===== src/rtl/adc_pkg.sv =====
// Shared definitions for the burst-accumulating ADC capture block.
// Holds the controller state type, the mode encoding and the helpers
// that derive the per-channel result width and the mean shift amount.
package adc_pkg;

  typedef enum logic [1:0] {
    IDLE    = 2'd0,
    CAPTURE = 2'd1,
    DONE    = 2'd2
  } adc_state_e;

  localparam logic MODE_MEAN = 1'b0;
  localparam logic MODE_SUM  = 1'b1;

  // Per-channel result width: wide enough that SAMPLES full-scale samples
  // can never overflow the accumulator.
  function automatic int calc_out_w(input int data_w, input int samples);
    return data_w + $clog2(samples);
  endfunction

  // Right shift that turns a burst sum into a mean (SAMPLES is a power of two).
  function automatic int calc_shift(input int samples);
    return $clog2(samples);
  endfunction

endpackage


===== src/rtl/adc_burst_accum_if.sv =====
// Bus between the burst accumulator and its surroundings (trigger source,
// ADC front end and downstream consumer).
//   master : drives syncro_i, mode_i, adc_data_rdy_i, adc_data_i
//   slave  : the accumulator; drives adc_data_req_o, data_o, data_rdy_o,
//            timeout_o, sync_miss_o, busy_o
// Signal names keep the original port names of the capture block.
interface adc_burst_accum_if
  import adc_pkg::*;
#(
  parameter int DATA_W   = 12,
  parameter int CHANNELS = 2,
  parameter int SAMPLES  = 8
);

  localparam int OUT_W = calc_out_w(DATA_W, SAMPLES);

  logic                      syncro_i;
  logic                      mode_i;
  logic                      adc_data_req_o;
  logic                      adc_data_rdy_i;
  logic [CHANNELS*DATA_W-1:0] adc_data_i;
  logic [CHANNELS*OUT_W-1:0]  data_o;
  logic                      data_rdy_o;
  logic                      timeout_o;
  logic                      sync_miss_o;
  logic                      busy_o;

  modport master (
    output syncro_i, mode_i, adc_data_rdy_i, adc_data_i,
    input  adc_data_req_o, data_o, data_rdy_o, timeout_o, sync_miss_o, busy_o
  );

  modport slave (
    input  syncro_i, mode_i, adc_data_rdy_i, adc_data_i,
    output adc_data_req_o, data_o, data_rdy_o, timeout_o, sync_miss_o, busy_o
  );

endinterface


===== src/rtl/adc_chan_accum.sv =====
// One channel of the burst accumulator.
// Ports:
//   clk, rst  : clock, synchronous active-high reset
//   clear     : zero the accumulator (burst start)
//   add_en    : add the sign-extended sample this cycle
//   sample    : signed DATA_W sample
//   mode      : MODE_MEAN or MODE_SUM
//   result    : mean or sum of the accumulator including this cycle's sample
module adc_chan_accum
  import adc_pkg::*;
#(
  parameter int DATA_W = 12,
  parameter int OUT_W  = 15,
  parameter int SHIFT  = 3
) (
  input  logic                     clk,
  input  logic                     rst,
  input  logic                     clear,
  input  logic                     add_en,
  input  logic [DATA_W-1:0]        sample,
  input  logic                     mode,
  output logic signed [OUT_W-1:0]  result
);

  logic signed [OUT_W-1:0] acc_q;
  logic signed [OUT_W-1:0] acc_d;
  logic signed [OUT_W-1:0] sample_ext;

  assign sample_ext = {{(OUT_W-DATA_W){sample[DATA_W-1]}}, sample};

  always_comb begin
    acc_d = acc_q;
    if (clear) begin
      acc_d = '0;
    end else if (add_en) begin
      acc_d = acc_q + sample_ext;
    end
  end

  always_ff @(posedge clk) begin
    if (rst) begin
      acc_q <= '0;
    end else begin
      acc_q <= acc_d;
    end
  end

  // Result is taken from the next-state value so the top level can register
  // it on the same edge that accepts the final sample.
  assign result = (mode == MODE_SUM) ? acc_d : (acc_d >>> SHIFT);

endmodule


===== src/rtl/adc_burst_accum.sv =====
// Sync-triggered multi-channel ADC burst accumulator.
// On a trigger it requests SAMPLES conversions, accumulates each channel as
// a signed value and publishes either the per-channel mean or raw sum.
// A run of TIMEOUT capture cycles without data aborts the burst; a trigger
// while busy is reported on sync_miss_o.
// Ports:
//   clk_i   : clock
//   reset_i : synchronous active-high reset
//   bus     : slave side of adc_burst_accum_if (trigger, ADC handshake,
//             results and status pulses)
module adc_burst_accum
  import adc_pkg::*;
#(
  parameter int DATA_W   = 12,
  parameter int CHANNELS = 2,
  parameter int SAMPLES  = 8,
  parameter int TIMEOUT  = 64
) (
  input  logic               clk_i,
  input  logic               reset_i,
  adc_burst_accum_if.slave   bus
);

  localparam int OUT_W = calc_out_w(DATA_W, SAMPLES);
  localparam int SHIFT = calc_shift(SAMPLES);
  localparam int CNT_W = $clog2(SAMPLES) + 1;
  localparam int TO_W  = $clog2(TIMEOUT + 1);

  localparam logic [CNT_W-1:0] LAST_SMP = CNT_W'(SAMPLES - 1);
  localparam logic [TO_W-1:0]  TO_LAST  = TO_W'(TIMEOUT - 1);

  adc_state_e state_q, state_d;

  logic [CNT_W-1:0] cnt_q, cnt_d;
  logic [TO_W-1:0]  to_q, to_d;
  logic             mode_q;
  logic             acc_clr;
  logic             acc_add;
  logic             burst_end;
  logic             abort;
  logic             timeout_q;
  logic             miss_q;
  logic [CHANNELS*OUT_W-1:0] chan_result;
  logic [CHANNELS*OUT_W-1:0] data_q;

  always_ff @(posedge clk_i) begin
    if (reset_i) begin
      state_q <= IDLE;
    end else begin
      state_q <= state_d;
    end
  end

  always_comb begin
    state_d   = state_q;
    cnt_d     = cnt_q;
    to_d      = to_q;
    acc_clr   = 1'b0;
    acc_add   = 1'b0;
    burst_end = 1'b0;
    abort     = 1'b0;
    unique case (state_q)
      IDLE: begin
        if (bus.syncro_i) begin
          state_d = CAPTURE;
          acc_clr = 1'b1;
          cnt_d   = '0;
          to_d    = '0;
        end
      end
      CAPTURE: begin
        if (bus.adc_data_rdy_i) begin
          acc_add = 1'b1;
          cnt_d   = cnt_q + CNT_W'(1);
          to_d    = '0;
          if (cnt_q == LAST_SMP) begin
            state_d   = DONE;
            burst_end = 1'b1;
          end
        end else begin
          to_d = to_q + TO_W'(1);
          if (to_q == TO_LAST) begin
            state_d = IDLE;
            abort   = 1'b1;
          end
        end
      end
      DONE: begin
        state_d = IDLE;
      end
      default: begin
        state_d = IDLE;
      end
    endcase
  end

  always_ff @(posedge clk_i) begin
    if (reset_i) begin
      cnt_q     <= '0;
      to_q      <= '0;
      mode_q    <= MODE_MEAN;
      timeout_q <= 1'b0;
      miss_q    <= 1'b0;
      data_q    <= '0;
    end else begin
      cnt_q     <= cnt_d;
      to_q      <= to_d;
      timeout_q <= abort;
      miss_q    <= bus.syncro_i && (state_q != IDLE);
      if (state_q == IDLE && bus.syncro_i) begin
        mode_q <= bus.mode_i;
      end
      // Loaded on the edge that accepts the last sample so the result is
      // already valid during the single DONE cycle.
      if (burst_end) begin
        data_q <= chan_result;
      end
    end
  end

  for (genvar c = 0; c < CHANNELS; c++) begin : g_chan
    adc_chan_accum #(
      .DATA_W (DATA_W),
      .OUT_W  (OUT_W),
      .SHIFT  (SHIFT)
    ) u_accum (
      .clk    (clk_i),
      .rst    (reset_i),
      .clear  (acc_clr),
      .add_en (acc_add),
      .sample (bus.adc_data_i[c*DATA_W +: DATA_W]),
      .mode   (mode_q),
      .result (chan_result[c*OUT_W +: OUT_W])
    );
  end

  assign bus.adc_data_req_o = (state_q == CAPTURE);
  assign bus.busy_o         = (state_q != IDLE);
  assign bus.data_rdy_o     = (state_q == DONE);
  assign bus.timeout_o      = timeout_q;
  assign bus.sync_miss_o    = miss_q;
  assign bus.data_o         = data_q;

endmodule


===== src/flat_wrapper.sv =====
// flat-port wrapper written by rule: the top's interface ports become plain ports
module adc_burst_accum_flat import adc_pkg::*;
#(
  parameter int DATA_W   = 12,
  parameter int CHANNELS = 2,
  parameter int SAMPLES  = 8,
  parameter int TIMEOUT  = 64
)
  (clk_i, reset_i, bus_syncro_i, bus_mode_i, bus_adc_data_rdy_i, bus_adc_data_i, bus_adc_data_req_o, bus_data_o, bus_data_rdy_o, bus_timeout_o, bus_sync_miss_o, bus_busy_o);
  adc_burst_accum_if #(.DATA_W(DATA_W), .CHANNELS(CHANNELS), .SAMPLES(SAMPLES)) bus_i ();
  input  logic clk_i;
  input  logic reset_i;
  input wire logic [$bits(bus_i.syncro_i)-1:0] bus_syncro_i;
  input wire logic [$bits(bus_i.mode_i)-1:0] bus_mode_i;
  input wire logic [$bits(bus_i.adc_data_rdy_i)-1:0] bus_adc_data_rdy_i;
  input wire logic [$bits(bus_i.adc_data_i)-1:0] bus_adc_data_i;
  output wire logic [$bits(bus_i.adc_data_req_o)-1:0] bus_adc_data_req_o;
  output wire logic [$bits(bus_i.data_o)-1:0] bus_data_o;
  output wire logic [$bits(bus_i.data_rdy_o)-1:0] bus_data_rdy_o;
  output wire logic [$bits(bus_i.timeout_o)-1:0] bus_timeout_o;
  output wire logic [$bits(bus_i.sync_miss_o)-1:0] bus_sync_miss_o;
  output wire logic [$bits(bus_i.busy_o)-1:0] bus_busy_o;
  assign bus_i.syncro_i = bus_syncro_i;
  assign bus_i.mode_i = bus_mode_i;
  assign bus_i.adc_data_rdy_i = bus_adc_data_rdy_i;
  assign bus_i.adc_data_i = bus_adc_data_i;
  assign bus_adc_data_req_o = bus_i.adc_data_req_o;
  assign bus_data_o = bus_i.data_o;
  assign bus_data_rdy_o = bus_i.data_rdy_o;
  assign bus_timeout_o = bus_i.timeout_o;
  assign bus_sync_miss_o = bus_i.sync_miss_o;
  assign bus_busy_o = bus_i.busy_o;
  adc_burst_accum #(.DATA_W(DATA_W), .CHANNELS(CHANNELS), .SAMPLES(SAMPLES), .TIMEOUT(TIMEOUT)) u_core (.clk_i(clk_i), .reset_i(reset_i), .bus(bus_i));
endmodule

===== config.mk =====
export PLATFORM = sky130hd
export DESIGN_NAME = adc_burst_accum_flat
export DESIGN_NICKNAME = d
export VERILOG_FILES = /design/src/rtl/adc_pkg.sv /design/src/rtl/adc_burst_accum_if.sv /design/src/rtl/adc_chan_accum.sv /design/src/rtl/adc_burst_accum.sv /design/src/flat_wrapper.sv
export SDC_FILE = /design/constraint.sdc
export NUM_CORES = 1
export LEC_CHECK = 0
export ABC_AREA = 1
export CELL_PAD_IN_SITES_DETAIL_PLACEMENT = 1
export CELL_PAD_IN_SITES_GLOBAL_PLACEMENT = 1
export CORE_ASPECT_RATIO = 1.25
export CORE_MARGIN = 5
export CORE_UTILIZATION = 36
export DETAILED_ROUTE_END_ITERATION = 8
export PLACE_DENSITY_LB_ADDON = 0.1
export SLEW_MARGIN = 0
export SYNTH_ARGS = -nofsm -noshare
export SYNTH_HDL_FRONTEND = slang
export SYNTH_SLANG_ARGS = --single-unit

===== constraint.sdc =====
create_clock -name clk_i -period 1.85 [get_ports clk_i]
set_clock_uncertainty 0.2 [all_clocks]
set_input_delay 0.185 -clock clk_i [delete_from_list [all_inputs] [get_ports clk_i]]
set_output_delay 0.185 -clock clk_i [all_outputs]
set_load 0.03 [all_outputs]

==> results of run 1 <==
[worst max path at each step]
stage / endpoint / slack [ns] / cells past startpoint / start
3_5_place_dp: u_core.bus.data_o[28]$_SDFFE_PP0P_ / -0.68 / 15 / bus_adc_data_i[12]
2_1_floorplan: u_core.bus.data_o[10]$_SDFFE_PP0P_ / -0.10 / 14 / u_core.g_chan[0].u_accum.acc_q[0]$_SDFF_PP0_
6_report: u_core.bus.data_o[25]$_SDFFE_PP0P_ / -0.33 / 14 / u_core.g_chan[1].u_accum.acc_q[0]$_SDFF_PP0_
3_3_place_gp: u_core.bus.data_o[28]$_SDFFE_PP0P_ / -0.61 / 15 / bus_adc_data_i[12]
5_1_grt: u_core.bus.data_o[28]$_SDFFE_PP0P_ / -0.45 / 14 / u_core.g_chan[1].u_accum.acc_q[0]$_SDFF_PP0_
4_1_cts: u_core.bus.data_o[25]$_SDFFE_PP0P_ / -0.20 / 14 / u_core.g_chan[1].u_accum.acc_q[0]$_SDFF_PP0_
[layout make-up]
class                   count  area share (%)
clock inverters             6            1.38
clock buffers              10            2.85
well taps                 175            2.72
repair buffers            163            19.0
multi-input cells         553            48.3
flip-flops and latches     76            19.3
inverters                 139            6.49
[tightest hold or removal path, cell delays in order]
cell    delay, ns
buf_2        0.10
buf_4        0.26
nor2_2       0.06
[per-stage QoR]
stage / instances / setup slack (ns) / utilization (%)
CTS: 1117 / -0.203 / 54.4
finish: 1122 / -0.325 / 58.5
global route: 1122 / -0.454 / 58.5
detailed placement: 1092 / -0.683 / 47.2
floorplan: 791 / -0.102 / -
global placement: 1092 / -0.607 / 47.2
[repair_timing]
item,in CTS,in global routing
setup buffers,10,7
setup endpoints to repair,53,53
gates resized for setup,129,137
pin swaps,43,54
[cell families after synthesis]
family,after synthesis
adders and majority gates,32
DFF,76
xor gates and xnor gates,9
buffers and inverters,162
AOI/OAI and AO/OA,97
and+or+nand+nor,415
[state kept, by name, indices dropped and copies added, names as in the netlist]
name	flops
u_core.to_q	7
u_core.cnt_q	4
u_core.mode_q	1
u_core.g_chan.u_accum.acc_q	30
u_core.state_q	2
u_core.bus.timeout_o	1
u_core.bus.sync_miss_o	1
u_core.bus.data_o	30
[report_power, final]
group | total [mW] | switching (mW) | internal, mW
clock network | 2.06 | 0.738 | 1.32
registers | 1.71 | 0.0385 | 1.67
logic | 1.18 | 0.659 | 0.518
[Yosys cell counts, drive strengths merged (5+ instances only)]
cell type,instances
nand2,217
inv,139
nor2,90
nand3,89
dfxtp,76
o21ai,45
a21oi,31
ha,30
buf,14
nor3,11
clkbuf,9
a31oi,7
nand4,5
xnor2,5
[per-layer routing]
metal	up-vias	routed length, µm	global-route usage (%)
li1	2807	-	-
met1	2843	7830	26.7
met5	-	0	0
met2	123	11700	47.2
met4	0	596	6.98
met3	42	510	2.30
==> flow_summary.ini, run 1 <==
[logic_synthesis]
netlist_top_cells_area = dfxtp_1 (30%), nand2_1 (16%), inv_1 (10%), nand3_1 (8.8%), ha_1 (7.5%)
post_synth_and_or_nand_nor_area_fraction_pct = 35.5
synth-async-reset-ratio_pct = 0
mappedNetlistArea_um2 = 5020
synth.ff_latch_count = 76
synth_area_leader_cell = dfxtp_1
synth_compound_gate_area_share_pct = 10.9
ys_seq_area_share_pct = 30.3
post_synth_mux_area_share_pct = 0
synth_cell_type_count = 41
cell_count_after_synthesis = 791
netlist.area_leader.share_pct = 30.3
synthXorXnorAreaFrac_pct = 1.57
synth-edff-count = 0
mappedNetlistNets = 852
postSynthAreaPerCell_um2 = 6.34
post_synth_adder_cell_area_pct = 8.28
number_of_warnings_reported_in_the_yosys_synthesis_log = 0
largest_family_of_logic_cells_by_synthesized_area = simple AND/OR/NAND/NOR gates
synth_top_flop_cell = dfxtp_1

[cts]
max-clock-path-buffers = 2
cts-buffers-inserted = 9
post_cts_hold_buffer_count = 0
cts_tree = built
cts.clk_slew.worst_paths_ns = 0.06
clock_tree.root_cell = clkbuf_16
clkLatencyLatePin_ns = 0.34
cts.sinks = 76
htree_num_levels = 3

[global_routing]
grt_util_all_layers_pct = 24.0
largest_net_degree_at_the_start_of_global_routing = 34
grt_first_pass_wirelength_um = 31400
grt_antenna_before_repair = 0
grt_overflow = 0
grt_pass1_vias = 6241

[setup_path]
reg2regPathDepth = 14
end_kind = flop
worst-setup-path-type = reg -> reg
worstPathBufferInverterCount = 0
cp_top_family = simple AND/OR/NAND/NOR gates
ff_to_ff_start = u_core.g_chan[1].u_accum.acc_q[0]$_SDFF_PP0_
critical_path_required_ns = 1.87
crit_path_max_fanout = 3
timing.critical_path.slowest_cell_delay_ns = 0.37
r2r_end = u_core.bus.data_o[25]$_SDFFE_PP0P_
timing.critical_path.arrival_ns = 2.19
critical_path_launch_point_type = flop
register_to_register_setup_slack_ns = -0.33
crit_path_top_delay_cell = fa_2
crit_path_frequent_cell = nand2_1
path_cells = ha_4 -> fa_2 -> nand2_4 -> nand2_2 -> nand3_4 -> nand2_4 -> nand2_2 -> nand2_1 -> nand2_1 -> nand3_2 -> nand3_2 -> nand2_1 -> nor2_1 -> nor2_1

[placed_design]
port_buffers = 63
placed_cell_area_um2 = 6490
post-dp-hpwl_um = 13800
gpl.final_weighted_congestion = 0.873

[floorplanning]
floorplan.die.height_um = 142
core_area_um2 = 13800
initial_core_util_pct = 36.5
fp.dieArea_um2 = 16400
num_rows = 48
num_io_pins = 64
dieWidth_um = 116

[detailed_routing]
drt_first_pass_iters = 4
drtIter0Drc = 256
drtAntennaViolNets = 0
vias = 5815
routed_via_density = 5.18
avgRoutedWirePerCell_um = 18.4
total_drc_errors_in_the_routed_layout = 0
route.final.wire_length_um = 20600

[final_layout]
most_used_cells_in_the_layout_excluding_fill_and_tap_cells = nand2_1 (152), inv_1 (128), buf_4 (79)
num-nets-final = 1003
final_layout_size_suffix_gt1_share_pct = 35.1
combined_area_of_the_multi_input_logic_cells_um2 = 3880
layout_commonest_cell = nand2_1
num-fill-cells = 1696
regArea_um2 = 1550
insertedDiodeCount = 0
design_area_um2 = 8050
layout-area-overhead-vs-synth_pct = 60.3

[pwr]
p_leak_nw = 3.86
report.power.total_mw = 4.95
cellPowerDensity_nw_per_um2 = 615
vdd_drop_max_mv = 0.413

[timing]
timing.max_slew.rel_slack_pct = 72.7
setup_total_negative_slack_ns = -6.61
timing_worst_slew_pin_value_ns = 0.410
whs_ns = 0.114
hold_viol_final = 0
final.setup.worst_slack_ns = -0.325
setup_viol = 40
min_period_ns = 2.18
maxClockFrequency_ghz = 0.460
finalCritPeriodShare_pct = 118
rsz0062_at_grt = true
final-max-slew-violation-count = 0

[outcome]
violations = negative setup slack
run_status = finished with violations

[run]
cap_violations = 0

[worst_hold_path]
timing.hold.worst.class = in -> reg
min-delay-start = reset_i
timing.hold.worst_path_depth = 3
whs_endpoint = u_core.g_chan[1].u_accum.acc_q[13]$_SDFF_PP0_
No activity file was read; power rests on OpenSTA's default activity.
==> run 2, diff against run 1 <==
--- a/config.mk
+++ b/config.mk
@@ -10,7 +10,7 @@
 export CELL_PAD_IN_SITES_GLOBAL_PLACEMENT = 1
 export CORE_ASPECT_RATIO = 1.25
 export CORE_MARGIN = 5
-export CORE_UTILIZATION = 36
+export CORE_UTILIZATION = 42
 export DETAILED_ROUTE_END_ITERATION = 8
 export PLACE_DENSITY_LB_ADDON = 0.1
 export SLEW_MARGIN = 0
==> constraint.sdc (replaced) <==
create_clock -name clk_i -period 2.6 [get_ports clk_i]
set_clock_uncertainty 0.2 [all_clocks]
set_input_delay 0.26 -clock clk_i [delete_from_list [all_inputs] [get_ports clk_i]]
set_output_delay 0.26 -clock clk_i [all_outputs]
set_load 0.03 [all_outputs]
==> run 2 against run 1 <==
The flow now finishes without violations. Combinational power decreased by 57%. Core utilization decreased by 5.8 points. Flip-flop and latch count unchanged. Wire length decreased by 22%. Critical path depth increased by 1. Die area decreased by 13%. Largest cell class unchanged. Highest routed layer unchanged.
==> flow_summary.ini, run 2 (same netlist as run 1, synthesis figures left out) <==
[outcome]
run_status = complete, no violations

[floorplanning]
floorplan.die.height_um = 132
dieWidth_um = 108
num_rows = 44
fp.dieArea_um2 = 14200
num_io_pins = 64
core_area_um2 = 11700
initial_core_util_pct = 43.0

[pwr]
cellPowerDensity_nw_per_um2 = 516
report.power.total_mw = 3.17
vdd_drop_max_mv = 0.318
p_leak_nw = 3.15

[cts]
htree_num_levels = 3
max-clock-path-buffers = 2
postCtsSetupBuffers = 0
cts.clk_slew.worst_paths_ns = 0.06
clkLatencyLatePin_ns = 0.34
clock_tree.root_cell = clkbuf_16
post_cts_hold_buffer_count = 0
cts_tree = built
cts-buffers-inserted = 9
cts.sinks = 76
post_cts.resized_instances = 0

[global_routing]
grt_util_all_layers_pct = 23.2
grt_pass1_vias = 5653
grt_overflow = 0
grt_antenna_before_repair = 0
grt_first_pass_wirelength_um = 26700
grtUsageMet3_pct = 2.69
grt.busiest_layer = met2
grtUsageMet1_pct = 25.6
largest_net_degree_at_the_start_of_global_routing = 52
gr-usage-met2_pct = 44.1

[detailed_routing]
vias = 5197
total_drc_errors_in_the_routed_layout = 0
drtIter0Drc = 143
drtAntennaViolNets = 0
drt_first_pass_iters = 4
route.final.wire_length_um = 16000
routed_via_density = 5.10
avgRoutedWirePerCell_um = 15.7

[worst_hold_path]
timing.hold.worst_path_depth = 3
timing.hold.worst.class = in -> reg
whs_endpoint = u_core.g_chan[1].u_accum.acc_q[13]$_SDFF_PP0_
min-delay-start = reset_i

[timing]
rsz0062_at_grt = false
final-max-slew-violation-count = 0
hold_viol_final = 0
whs_ns = 0.181
finalCritPeriodShare_pct = 89.9
maxClockFrequency_ghz = 0.428
timing.max_slew.rel_slack_pct = 62.0
min_period_ns = 2.34
timing_worst_slew_pin_value_ns = 0.568
setup_viol = 0

[setup_path]
reg2regPathDepth = 14
ff_to_ff_start = u_core.g_chan[1].u_accum.acc_q[0]$_SDFF_PP0_
end_kind = flop
worst-setup-path-type = in -> reg
critical_path_required_ns = 2.62
register_to_register_setup_slack_ns = 0.31
critical_path_launch_point_type = primary input
r2r_end = u_core.bus.data_o[25]$_SDFFE_PP0P_
crit_path_max_fanout = 3
timing.critical_path.arrival_ns = 2.36

[final_layout]
layout-area-overhead-vs-synth_pct = 22.5
final_cell_count_no_fill = 1020
num-nets-final = 915
insertedDiodeCount = 0
final_layout_size_suffix_gt1_share_pct = 5.59
final_util_pct = 52.7
num-fill-cells = 1614
most_used_cells_in_the_layout_excluding_fill_and_tap_cells = nand2_1 (215), inv_1 (134), nand3_1 (88)
layout_commonest_cell = nand2_1

[run]
cap_violations = 0

[placed_design]
post-dp-hpwl_um = 12500
gpl.final_weighted_congestion = 0.846
numPlacedInstances = 1004
port_buffers = 63
==> run 2: changes by cell type in the layout (fill, tap and decap cells not counted), sizes merged <==
cell	delta
buf	-88
clkdlybuf4s50	+17
dlygate4sd2	-11
dlymetal6s2s	-6
clkinv	+2
clkinvlp	-1
inv	-1
==> run 2: critical path, cell delays in order <==
cell	delay, ns
clkdlybuf4s50_1	0.41
ha_1	0.25
fa_1	0.40
nand2_1	0.12
nand2_1	0.06
nand3_1	0.09
nand2_1	0.12
nand2_1	0.10
nand2_1	0.06
nand2_1	0.05
nand3_1	0.10
nand3_1	0.11
nand2_1	0.08
nor2_1	0.12
nor2_1	0.04
==> run 2: worst max-delay path by stage <==
stage                                         end  slack, ns                                    startpoint
2_1_floorplan  u_core.bus.data_o[10]$_SDFFE_PP0P_       0.58  u_core.g_chan[0].u_accum.acc_q[0]$_SDFF_PP0_
3_3_place_gp   u_core.bus.data_o[28]$_SDFFE_PP0P_       0.01                            bus_adc_data_i[12]
3_5_place_dp   u_core.bus.data_o[27]$_SDFFE_PP0P_      -0.07                            bus_adc_data_i[12]
4_1_cts        u_core.bus.data_o[25]$_SDFFE_PP0P_       0.26                            bus_adc_data_i[12]
5_1_grt        u_core.bus.data_o[25]$_SDFFE_PP0P_       0.03                            bus_adc_data_i[12]
6_report       u_core.bus.data_o[25]$_SDFFE_PP0P_       0.26                            bus_adc_data_i[12]
==> run 2: through the flow <==
stage / TNS (ns) / area, µm² / setup slack, ns
after detailed placement: -0.251 / 5810 / -0.0676
after global placement: 0 / 5810 / 0.0120
after CTS: 0 / 6150 / 0.257
after floorplan: 0 / 5020 / 0.583
after global routing: 0 / 6150 / 0.0261
final: 0 / 6150 / 0.263
==> run 2: layout make-up <==
class	instances	area [µm²]	area share, %
clock buffers	10	229	3.72
clock inverters	6	113	1.83
inverters	139	522	8.48
multi-input cells	553	2820	45.9
flip-flops and latches	76	1520	24.7
well taps	161	201	3.28
repair buffers	75	741	12.0
==> run 2: routing by layer <==
| metal | vias to the layer above | share of wire, % |
|---|---|---|
| li1 | 2628 | - |
| met1 | 2461 | 41 |
| met2 | 78 | 54 |
| met3 | 30 | 2.1 |
| met4 | 0 | 3.0 |
| met5 | - | 0 |
==> run 2: report_power, final <==
part / internal [mW] / leakage (nW) / switching (mW)
combinational: 0.183 / 2.37 / 0.322
sequential: 1.19 / 0.615 / 0.0177
clock: 0.940 / 0.167 / 0.521
total: 2.31 / 3.15 / 0.861
==> run 3, diff against run 2 <==
--- a/config.mk
+++ b/config.mk
@@ -11,6 +11,7 @@
 export CORE_ASPECT_RATIO = 1.25
 export CORE_MARGIN = 5
 export CORE_UTILIZATION = 42
+export CTS_BUF_LIST = sky130_fd_sc_hd__clkbuf_4 sky130_fd_sc_hd__clkbuf_8 sky130_fd_sc_hd__clkbuf_16
 export DETAILED_ROUTE_END_ITERATION = 8
 export PLACE_DENSITY_LB_ADDON = 0.1
 export SLEW_MARGIN = 0
==> run 3 against run 2 <==
Global-route usage decreased by 0.070 points. Count of clock-buffer cells in the layout is the same. Cell count is the same. Critical path type unchanged. Via count up 0.29%. Total power increased by 0.31%. Wire length grew 0.16%. Register-to-register slack about the same. First-iteration DRC count increased by 0.70%.
==> flow_summary.ini, run 3 (same netlist as run 1, synthesis figures left out) <==
[outcome]
run_status = complete, no violations

[setup_path]
crit_path_max_fanout = 3
reg2regPathDepth = 14
timing.critical_path.arrival_ns = 2.37
timing.critical_path.slowest_cell_delay_ns = 0.41
critical_path_launch_point_type = primary input
register_to_register_setup_slack_ns = 0.30
path_cells = clkdlybuf4s50_1 -> ha_1 -> fa_1 -> nand2_1 -> nand2_1 -> nand3_1 -> nand2_1 -> nand2_1 -> nand2_1 -> nand2_1 -> nand3_1 -> nand3_1 -> nand2_1 -> nor2_1 -> nor2_1
end_kind = flop
cp_top_family = simple AND/OR/NAND/NOR gates
crit_path_top_delay_cell = clkdlybuf4s50_1
critical_path_required_ns = 2.62
worst-setup-path-type = in -> reg
ff_to_ff_start = u_core.g_chan[1].u_accum.acc_q[0]$_SDFF_PP0_
r2r_end = u_core.bus.data_o[25]$_SDFFE_PP0P_
worstPathBufferInverterCount = 1
crit_path_frequent_cell = nand2_1

[final_layout]
num-fill-cells = 1615
insertedDiodeCount = 0
most_used_cells_in_the_layout_excluding_fill_and_tap_cells = nand2_1 (215), inv_1 (134), nand3_1 (88)
layout-area-overhead-vs-synth_pct = 22.6
layout_commonest_cell = nand2_1
final_layout_size_suffix_gt1_share_pct = 5.70
final_cell_count_no_fill = 1020
num-nets-final = 915

[detailed_routing]
total_drc_errors_in_the_routed_layout = 0
route.final.wire_length_um = 16100
avgRoutedWirePerCell_um = 15.7
drt_first_pass_iters = 4
drtAntennaViolNets = 0
vias = 5212
drtIter0Drc = 144
routed_via_density = 5.11

[global_routing]
grt_util_all_layers_pct = 23.1
largest_net_degree_at_the_start_of_global_routing = 52
grt_first_pass_wirelength_um = 26600
grt_overflow = 0
grt_pass1_vias = 5669
grt_antenna_before_repair = 0

[floorplanning]
dieWidth_um = 108
floorplan.die.height_um = 132
num_io_pins = 64
core_area_um2 = 11700
num_rows = 44
fp.dieArea_um2 = 14200
initial_core_util_pct = 43.0

[cts]
clkLatencyLatePin_ns = 0.34
cts_tree = built
cts.sinks = 76
cts-buffers-inserted = 9
post_cts.resized_instances = 0
max-clock-path-buffers = 2
htree_num_levels = 3
postCtsSetupBuffers = 0
post_cts_hold_buffer_count = 0
cts.clk_slew.worst_paths_ns = 0.06
clock_tree.root_cell = clkbuf_16

[timing]
whs_ns = 0.181
final.setup.worst_slack_ns = 0.257
setup_total_negative_slack_ns = 0
setup_viol = 0
timing.max_slew.rel_slack_pct = 62.6
maxClockFrequency_ghz = 0.427
rsz0062_at_grt = false
min_period_ns = 2.34
final-max-slew-violation-count = 0
timing_worst_slew_pin_value_ns = 0.561
hold_viol_final = 0
finalCritPeriodShare_pct = 90.1

[pwr]
vdd_drop_max_mv = 0.320
cellPowerDensity_nw_per_um2 = 517
p_leak_nw = 3.16

[run]
cap_violations = 0

[placed_design]
gpl.final_weighted_congestion = 0.846
post-dp-hpwl_um = 12500
pre_cts_ws_ns = -0.0676
port_buffers = 63
numPlacedInstances = 1004

[worst_hold_path]
timing.hold.worst_path_depth = 3
min-delay-start = reset_i
whs_endpoint = u_core.g_chan[1].u_accum.acc_q[12]$_SDFF_PP0_
timing.hold.worst.class = in -> reg
run 3: cell counts in the layout (fill, tap and decap cells not counted):
Identical to the previous run, type by type.
run 3: per-stage QoR:
stage	cell area [µm²]	util (%)	power [mW]
after global placement	5810	49.8	1.71
after CTS	6150	52.7	3.21
after detailed placement	5810	49.8	1.74
after floorplan	5020	-	1.57
after global routing	6150	52.7	3.32
final	6150	52.7	3.18
run 3: power breakdown:
group          internal, mW  total, mW  switching (mW)
registers              1.19       1.21          0.0177
clock network         0.951       1.47           0.521
logic                 0.183      0.505           0.322
total                  2.32       3.18           0.861
run 3: final cells by class:
| class | count | area (µm²) | area share [%] |
|---|---|---|---|
| well taps | 161 | 201 | 3.27 |
| repair buffers | 75 | 741 | 12.0 |
| flip-flops and latches | 76 | 1520 | 24.7 |
| clock buffers | 10 | 233 | 3.78 |
| multi-input cells | 553 | 2820 | 45.9 |
| clock inverters | 6 | 113 | 1.83 |
| inverters | 139 | 522 | 8.48 |
run 3: how the worst max path moves through the flow:
stage | cells after the start | end | slack (ns) | startpoint
after floorplan | 14 | u_core.bus.data_o[10]$_SDFFE_PP0P_ | 0.58 | u_core.g_chan[0].u_accum.acc_q[0]$_SDFF_PP0_
after global placement | 15 | u_core.bus.data_o[28]$_SDFFE_PP0P_ | 0.01 | bus_adc_data_i[12]
after detailed placement | 15 | u_core.bus.data_o[27]$_SDFFE_PP0P_ | -0.07 | bus_adc_data_i[12]
after CTS | 15 | u_core.bus.data_o[25]$_SDFFE_PP0P_ | 0.26 | bus_adc_data_i[12]
after global routing | 15 | u_core.bus.data_o[25]$_SDFFE_PP0P_ | 0.06 | bus_adc_data_i[12]
final | 15 | u_core.bus.data_o[25]$_SDFFE_PP0P_ | 0.26 | bus_adc_data_i[12]
run 3: worst min-delay path: stages:
cell    delay, ns
buf_2        0.12
buf_12       0.19
nor2_1       0.11
run 3: metal layers:
| layer | up-vias | track usage [%] | part of all wire (%) |
|---|---|---|---|
| met5 | - | 0 | 0 |
| met4 | 0 | 8.98 | 3.1 |
| met3 | 34 | 2.69 | 2.4 |
| met2 | 90 | 44.3 | 53 |
| met1 | 2459 | 25.3 | 41 |
| li1 | 2629 | - | - |
